## config.mk

```make
export PLATFORM = sky130hd
export DESIGN_NAME = freq_meter
export DESIGN_NICKNAME = d
export VERILOG_FILES = /design/src/rtl/freq_meter.sv
export SDC_FILE = /design/constraint.sdc
export NUM_CORES = 1
export LEC_CHECK = 0
export BUFFER_PORTS_ARGS = -buffer_cell sky130_fd_sc_hd__buf_4
export CORE_ASPECT_RATIO = 0.9
export CORE_UTILIZATION = 65
export CTS_BUF_LIST = sky130_fd_sc_hd__clkbuf_16
export DETAILED_ROUTE_END_ITERATION = 8
export GPL_TIMING_DRIVEN = 0
export MAX_ROUTING_LAYER = met4
export PLACE_DENSITY = 0.95
export SLEW_MARGIN = 30
export SYNTH_ARGS = -nofsm -noshare
export SYNTH_HDL_FRONTEND = slang
export SYNTH_SLANG_ARGS = --single-unit
```

## constraint.sdc

```tcl
create_clock -name clk_in -period 5.2 [get_ports clk_in]
set_input_delay 0.78 -clock clk_in [delete_from_list [all_inputs] [get_ports clk_in]]
set_output_delay 0.78 -clock clk_in [all_outputs]
set_load 0.03 [all_outputs]
```

## src/rtl/freq_meter.sv

```systemverilog
// freq_meter: counts rising edges of an asynchronous input over a
// fixed gate of clk_in cycles and publishes each count with a strobe.
//   clk_in   : system clock, all logic on its rising edge
//   rst      : asynchronous active-low reset
//   enable   : measurement enable, synchronous to clk_in
//   sig_in   : signal under measurement, asynchronous to clk_in
//   freq_out : edges counted in the last completed window
//   valid    : one-cycle pulse when freq_out updates
//   overflow : count saturated in the last completed window
//   busy     : high while settling or measuring
module freq_meter #(
  parameter int unsigned GATE_CYCLES = 100000000,
  parameter int          COUNT_WIDTH = 32,
  parameter int          SYNC_STAGES = 2
) (
  input  logic                   clk_in,
  input  logic                   rst,
  input  logic                   enable,
  input  logic                   sig_in,
  output logic [COUNT_WIDTH-1:0] freq_out,
  output logic                   valid,
  output logic                   overflow,
  output logic                   busy
);

  localparam int GW = $clog2(GATE_CYCLES);
  localparam logic [GW-1:0] GATE_LAST = GW'(GATE_CYCLES - 1);
  localparam logic [2:0] SETTLE_LAST = 3'(SYNC_STAGES);

  typedef enum logic [1:0] {
    IDLE,
    SETTLE,
    MEASURE
  } state_t;

  state_t                 state_q, state_d;
  logic [SYNC_STAGES-1:0] sync_q;
  logic                   del_q;
  logic                   edge_det;
  logic [2:0]             settle_q, settle_d;
  logic [GW-1:0]          gate_q, gate_d;
  logic [COUNT_WIDTH-1:0] edge_q, edge_d;
  logic                   sat_q, sat_d;
  logic [COUNT_WIDTH-1:0] freq_q, freq_d;
  logic                   ovf_q, ovf_d;
  logic                   valid_q, valid_d;
  logic [COUNT_WIDTH:0]   sum;
  logic [COUNT_WIDTH-1:0] cnt_sat;
  logic                   cnt_wrap;

  assign edge_det = sync_q[SYNC_STAGES-1] & ~del_q;

  // One extra bit catches the add that would pass full scale.
  assign sum      = {1'b0, edge_q} + {{COUNT_WIDTH{1'b0}}, edge_det};
  assign cnt_wrap = sum[COUNT_WIDTH];
  assign cnt_sat  = cnt_wrap ? '1 : sum[COUNT_WIDTH-1:0];

  always_comb begin
    state_d  = state_q;
    settle_d = settle_q;
    gate_d   = gate_q;
    edge_d   = edge_q;
    sat_d    = sat_q;
    freq_d   = freq_q;
    ovf_d    = ovf_q;
    valid_d  = 1'b0;
    unique case (state_q)
      IDLE: begin
        settle_d = '0;
        gate_d   = '0;
        edge_d   = '0;
        sat_d    = 1'b0;
        if (enable) state_d = SETTLE;
      end
      SETTLE: begin
        // Edges seen here are synchronizer history, not signal.
        if (!enable) begin
          state_d  = IDLE;
          settle_d = '0;
        end else if (settle_q == SETTLE_LAST) begin
          state_d  = MEASURE;
          settle_d = '0;
          gate_d   = '0;
          edge_d   = '0;
          sat_d    = 1'b0;
        end else begin
          settle_d = settle_q + 3'd1;
        end
      end
      MEASURE: begin
        if (gate_q == GATE_LAST) begin
          // Terminal-cycle edge closes with this window.
          freq_d  = cnt_sat;
          ovf_d   = sat_q | cnt_wrap;
          valid_d = 1'b1;
          gate_d  = '0;
          edge_d  = '0;
          sat_d   = 1'b0;
          if (!enable) state_d = IDLE;
        end else if (!enable) begin
          state_d = IDLE;
          gate_d  = '0;
          edge_d  = '0;
          sat_d   = 1'b0;
        end else begin
          gate_d = gate_q + GW'(1);
          edge_d = cnt_sat;
          sat_d  = sat_q | cnt_wrap;
        end
      end
      default: state_d = IDLE;
    endcase
  end

  always_ff @(posedge clk_in or negedge rst) begin
    if (!rst) begin
      sync_q   <= '0;
      del_q    <= 1'b0;
      state_q  <= IDLE;
      settle_q <= '0;
      gate_q   <= '0;
      edge_q   <= '0;
      sat_q    <= 1'b0;
      freq_q   <= '0;
      ovf_q    <= 1'b0;
      valid_q  <= 1'b0;
    end else begin
      sync_q   <= {sync_q[SYNC_STAGES-2:0], sig_in};
      del_q    <= sync_q[SYNC_STAGES-1];
      state_q  <= state_d;
      settle_q <= settle_d;
      gate_q   <= gate_d;
      edge_q   <= edge_d;
      sat_q    <= sat_d;
      freq_q   <= freq_d;
      ovf_q    <= ovf_d;
      valid_q  <= valid_d;
    end
  end

  assign freq_out = freq_q;
  assign overflow = ovf_q;
  assign valid    = valid_q;
  assign busy     = (state_q != IDLE);

endmodule

```

== Word level (Yosys, flattened, before mapping) ==
Cells that the tools add are included.

* Logic and storage cells: 58
* Latch bits: 0
* Bits in writable memories: 0
* Memory bits (read-only): 0
* Bits of input ports: 4
* Register bits after elaboration: 102
* Memories: 0
* Output and inout port bits: 35

* Equal/unequal tests: 9
* Divide/modulo/power cells: 0
* Bitwise gates (word level): 3
* Mux-type cells: 26
* $add $sub $neg: 3
* Shift-type cells: 0
* Order comparisons: 0
* Reductions and logical operators: 7
* $mul: 0

{| class="wikitable"
|+ Operator list
! cell !! number
|-
| 32-bit two-way mux || 5
|-
| 27-bit two-way mux || 4
|-
| 32-bit one-hot mux with 3 select lines || 1
|-
| 27-bit one-hot mux with 3 select lines || 1
|-
| 32-bit by 1-bit adder with 33-bit output || 1
|-
| 27-bit by 1-bit adder with 27-bit output (second input constant) || 1
|-
| 27-bit equality test (second input constant) || 1
|-
| 2-bit two-way mux || 4
|-
| 2-bit inequality test (second input constant) || 4
|-
| 1-bit two-way mux || 6
|-
| 3-bit two-way mux || 2
|-
| 2-bit one-hot mux with 3 select lines || 1
|-
| 3-bit one-hot mux with 2 select lines || 1
|-
| 3-bit AND reduction || 2
|-
| 2-bit nonzero test || 2
|-
| 3-bit by 1-bit adder with 3-bit output (second input constant) || 1
|-
| 3-bit by 2-bit equality test with 1-bit output (second input constant) || 1
|-
| 3-bit inequality test (second input constant) || 1
|-
| 1-bit one-hot mux with 3 select lines || 1
|-
| 3-bit nonzero test || 1
|-
| 2-bit by 1-bit equality test with 1-bit output (second input constant) || 1
|-
| 2-bit equality test (second input constant) || 1
|-
| 2-bit zero test || 1
|-
| 2-bit AND reduction || 1
|-
| other kinds (3) || 3
|}

== Depth between registers and ports, before layout ==
* Depth after elaboration: 7
* Gate-level depth with buffers: 9
* Depth with buffers taken out: 7

== Worst setup path after synthesis ==
No wires, ideal clock.

* Kind: flip-flop to flip-flop
* From: register del_q
* To: register edge_q[18]
* Arrival time: 1.995 ns
* Slack: 3.080 ns
* Period minus slack after synthesis: 2.120 ns
* Required time: 5.075 ns
* Library setup time: 0.125 ns
* Stages on the path, launching flop included: 8
* Path buffers: 0
* Cells stage by stage: dfrtp_1 -> nor2b_1 -> ha_1 -> nand4_1 -> or4_1 -> or3_1 -> a31oi_1 -> o21ai_1

* Cells in the longest elaborated chain, start to end: 7

{| class="wikitable"
|+ RTL lines
! what !! RTL line !! source
|-
| from (decl) || 38 || <nowiki>logic del_q;</nowiki>
|-
| from (signal assigned) || 129 || <nowiki>del_q <= sync_q[SYNC_STAGES-1];</nowiki>
|-
| 1-bit inverter || 51 || <nowiki>assign edge_det = sync_q[SYNC_STAGES-1] & ~del_q;</nowiki>
|-
| 1-bit AND || 51 ||
|-
| 32-bit by 1-bit adder with 33-bit output || 54 || <nowiki>assign sum = {1'b0, edge_q} + {{COUNT_WIDTH{1'b0}}, edge_det};</nowiki>
|-
| 32-bit two-way mux || 56 || <nowiki>assign cnt_sat = cnt_wrap ? '1 : sum[COUNT_WIDTH-1:0];</nowiki>
|-
| 32-bit two-way mux || 100 || <nowiki>end else if (!enable) begin</nowiki>
|-
| 32-bit two-way mux || 91 || <nowiki>if (gate_q == GATE_LAST) begin</nowiki>
|-
| 32-bit one-hot mux with 3 select lines || 67 || <nowiki>unique case (state_q)</nowiki>
|-
| to (signal assigned) || 133 || <nowiki>edge_q <= edge_d;</nowiki>
|-
| to (decl) || 42 || <nowiki>logic [COUNT_WIDTH-1:0] edge_q, edge_d;</nowiki>
|}

Every way passes these cells.
A chain may end at the register's enable or synchronous reset.

== Worst setup path in the final report ==
* From: register sync_q[1]
* To: register edge_q[22]

* Cells in the longest elaborated chain, start to end: 6

{| class="wikitable"
|+ RTL lines
! what !! RTL line !! source
|-
| from (decl) || 37 || <nowiki>logic [SYNC_STAGES-1:0] sync_q;</nowiki>
|-
| from (signal assigned) || 128 || <nowiki>sync_q <= {sync_q[SYNC_STAGES-2:0], sig_in};</nowiki>
|-
| 1-bit AND || 51 ||
|-
| 32-bit by 1-bit adder with 33-bit output || 54 ||
|-
| 32-bit two-way mux || 56 ||
|-
| 32-bit two-way mux || 100 ||
|-
| 32-bit two-way mux || 91 ||
|-
| 32-bit one-hot mux with 3 select lines || 67 ||
|}

Every way passes these cells.

==> metrics.cfg <==
[status]
outcome=finished, final reports clean

[yosys]
syn_nets=625
yosysUniqueCellTypes=53
synthCells=618
ys_seq_area_share_pct=46.41
netlist_area_um2=5500
synth_edf_count=0
ys.flop_type=dfrtp_1
syn_area_per_cell_um2=8.900
ys_async_sr_fraction_pct=100.0
ys_warn_count=0
yosys_register_bits=102

[clocking]
htreeDepth=3
hold_buffers=0
tritoncts=done
ctsRootBufferMaster=clkbuf_16
cts.path.max_buffers=2
cts_buffers=9
postCtsResizedCells=0
clk_pin_slew_worst_paths_ns=0.07
post_cts_buffers=0
clkSinkCount=102
insertion_delay_ns=0.35

[detailed_routing]
firstDrtPassIters=9
num_vias=5321
drt_wl_total_mm=15.34
wl_per_cell_um=19.87
viasPerCell=6.892
drc=0
ant_nets=0
first_iter_violations=762

[die]
ios=39
core_um2=8107
die_w_um=98.97
die_y_um=89.27
initial_core_util_pct=67.85
die_area_um2=8835
rows=31

[global_routing]
first_global_vias=4912
antenna_found_initial=0
grt_max_degree=103
track_usage_pct=37.14
grt_pass1_wl_mm=24.32
overflow=0

[layout]
multi_input_area_um2=2679
layout-drive-gt1-share_pct=12.80
fin_nets=674
final_cells=772
final_common_cell=dfrtp_1
fillerInstances=559
regArea_um2=2552
synthToLayoutAreaGrowth_pct=13.03
final_cell_mix=dfrtp_1, o21ai_0, nor2_1

[hold_path]
hold_path_depth=0
min_path_type=reg -> reg

[placed_design]
portBuffers=38
pre_cts_slack_ns=2.249
dp_hpwl_mm=10.15
routabilityCongestion=0.9713
dp_cells=755

[worst_setup_path]
path_class=reg -> reg
cp-start-kind=flop
ff2ff_setup_slack_ns=2.03
cp-end-kind=flop
required_ns=5.49
crit_fanout=10
r2r_cells=9
critPathArrivalTime_ns=3.46

[sta]
fmax_mhz=315.8
relSlewSlack_pct=33.40
rsz0062_at_grt=false
tns_ns=0
slew_violations=0
period_share_pct=60.89
setup_violations=0
worst_slew_pin_slew_ns=0.9908
hold_violations=0
fin_skew_ns=0.009365
finalWorstSetupSlack_ns=2.034
min_period_ns=3.166
holdWs_ns=0.3551

[power]
clkPwrFrac_pct=44.8
p_sw_w=0.0003588
switching_share_pct=23.28
seqPwrFrac_pct=51.7
power.leakage_nw=2.603
powerDensity_nw_per_um2=247.9
intPower_w=0.001183
peakVddDrop_mv=0.2299
combPwrFrac_pct=3.4

[job]
maxCapViolations=0

==> power groups by stage <==
stage	clock network (W)	registers, W	logic (W)
2_1_floorplan	0	0.000812	0.0000228
3_3_place_gp	0	0.000813	0.0000500
5_1_grt	0.000721	0.000797	0.0000587
4_1_cts	0.000685	0.000797	0.0000524
6_report	0.000691	0.000797	0.0000532
3_5_place_dp	0	0.000813	0.0000519
==> synth_stat cells (3+ instances only) <==
master / n / share of area [%]
nor4_1: 7 / 0.80
and4_1: 9 / 1.4
a41oi_1: 6 / 0.96
nor2_1: 54 / 3.7
nand3_1: 22 / 2.0
nor4b_1: 3 / 0.48
nor3_1: 17 / 1.5
nand4_1: 17 / 1.9
xnor2_1: 17 / 2.7
nand2b_1: 8 / 0.91
a21oi_1: 48 / 4.4
o21ai_0: 60 / 5.5
clkbuf_1: 21 / 1.4
nor2b_1: 4 / 0.45
a22o_1: 9 / 1.4
nand2_1: 44 / 3.0
a31oi_1: 42 / 4.8
dfrtp_1: 102 / 46
buf_2: 17 / 1.5
or3_1: 7 / 0.80
or2_2: 3 / 0.34
a21o_1: 4 / 0.55
o31ai_1: 4 / 0.55
ha_1: 3 / 0.68
and2_1: 8 / 0.91
o21ai_1: 4 / 0.36
and3_1: 8 / 0.91
o2bb2ai_1: 8 / 1.3
or4_1: 6 / 0.82
mux2i_1: 4 / 0.73
inv_1: 25 / 1.7
==> metrics by stage <==
stage	area, µm²	power (W)	util, %
global route	6215	0.001577	76.66
detailed placement	5913	0.0008647	72.94
floorplan	5500	0.0008353	-
finish	6217	0.001541	76.69
CTS	6212	0.001535	76.63
global placement	5909	0.0008625	72.90
==> flip-flops by register name, indices dropped and copies added, names as in the netlist, 2 cells and up <==
| signal | flops |
|---|---|
| edge_q | 32 |
| freq_out | 32 |
| gate_q | 27 |
| settle_q | 3 |
| state_q | 2 |
| sync_q | 2 |
==> worst max-delay path, stage by stage, from the launching register on <==
cell and delay [ns]:
dfrtp_1 0.35, nor2b_1 0.28, ha_1 0.32, and4_1 0.32, and4_1 0.21, clkbuf_1 0.36
nand3_1 0.44, clkbuf_1 0.45, o31ai_1 0.18, a22o_1 0.18
==> cell type report <==
class / count / area share [%]
multi-input combinational: 452 / 43.09
sequential: 102 / 41.05
timing repair buffer: 38 / 4.689
clock buffer: 9 / 3.622
buffer: 39 / 2.817
tap: 99 / 1.992
inverter: 25 / 1.509
clock inverter: 7 / 1.187
antenna: 1 / 0.04025
==> path summary, 6_finish.rpt <==
check | from | to
setup / recovery | sync_q[1]$_DFF_PN0_ | edge_q[22]$_DFFE_PN0P_
hold reg to reg | sync_q[0]$_DFF_PN0_ | sync_q[1]$_DFF_PN0_
max in group asynchronous | rst | edge_q[26]$_DFFE_PN0P_
min in group asynchronous | rst | settle_q[0]$_DFFE_PN0P_
hold / removal | sync_q[0]$_DFF_PN0_ | sync_q[1]$_DFF_PN0_
setup reg to reg | sync_q[1]$_DFF_PN0_ | edge_q[22]$_DFFE_PN0P_
==> cells by family (layout without fill, tap and decap cells) <==
| family | count (synthesis) | count (layout) | synth area share (%) |
|---|---|---|---|
| compound gates | 197 | 197 | 21.63 |
| flops | 102 | 102 | 46.41 |
| xor+xnor | 19 | 19 | 3.025 |
| simple gates | 228 | 228 | 22.43 |
| mux | 5 | 5 | 0.9327 |
| buf+inv | 64 | 118 | 4.891 |
| other cells | 0 | 1 | 0 |
| fa+ha+maj | 3 | 3 | 0.6825 |
==> metal layers <==
| layer | GRT usage (%) | wire (µm) |
|---|---|---|
| met5 | - | 0 |
| met3 | 7.584 | 1762 |
| met2 | 56.07 | 6918 |
| met4 | 20.49 | 683 |
| met1 | 47.54 | 5973 |
(Power assumes the default switching activity.)
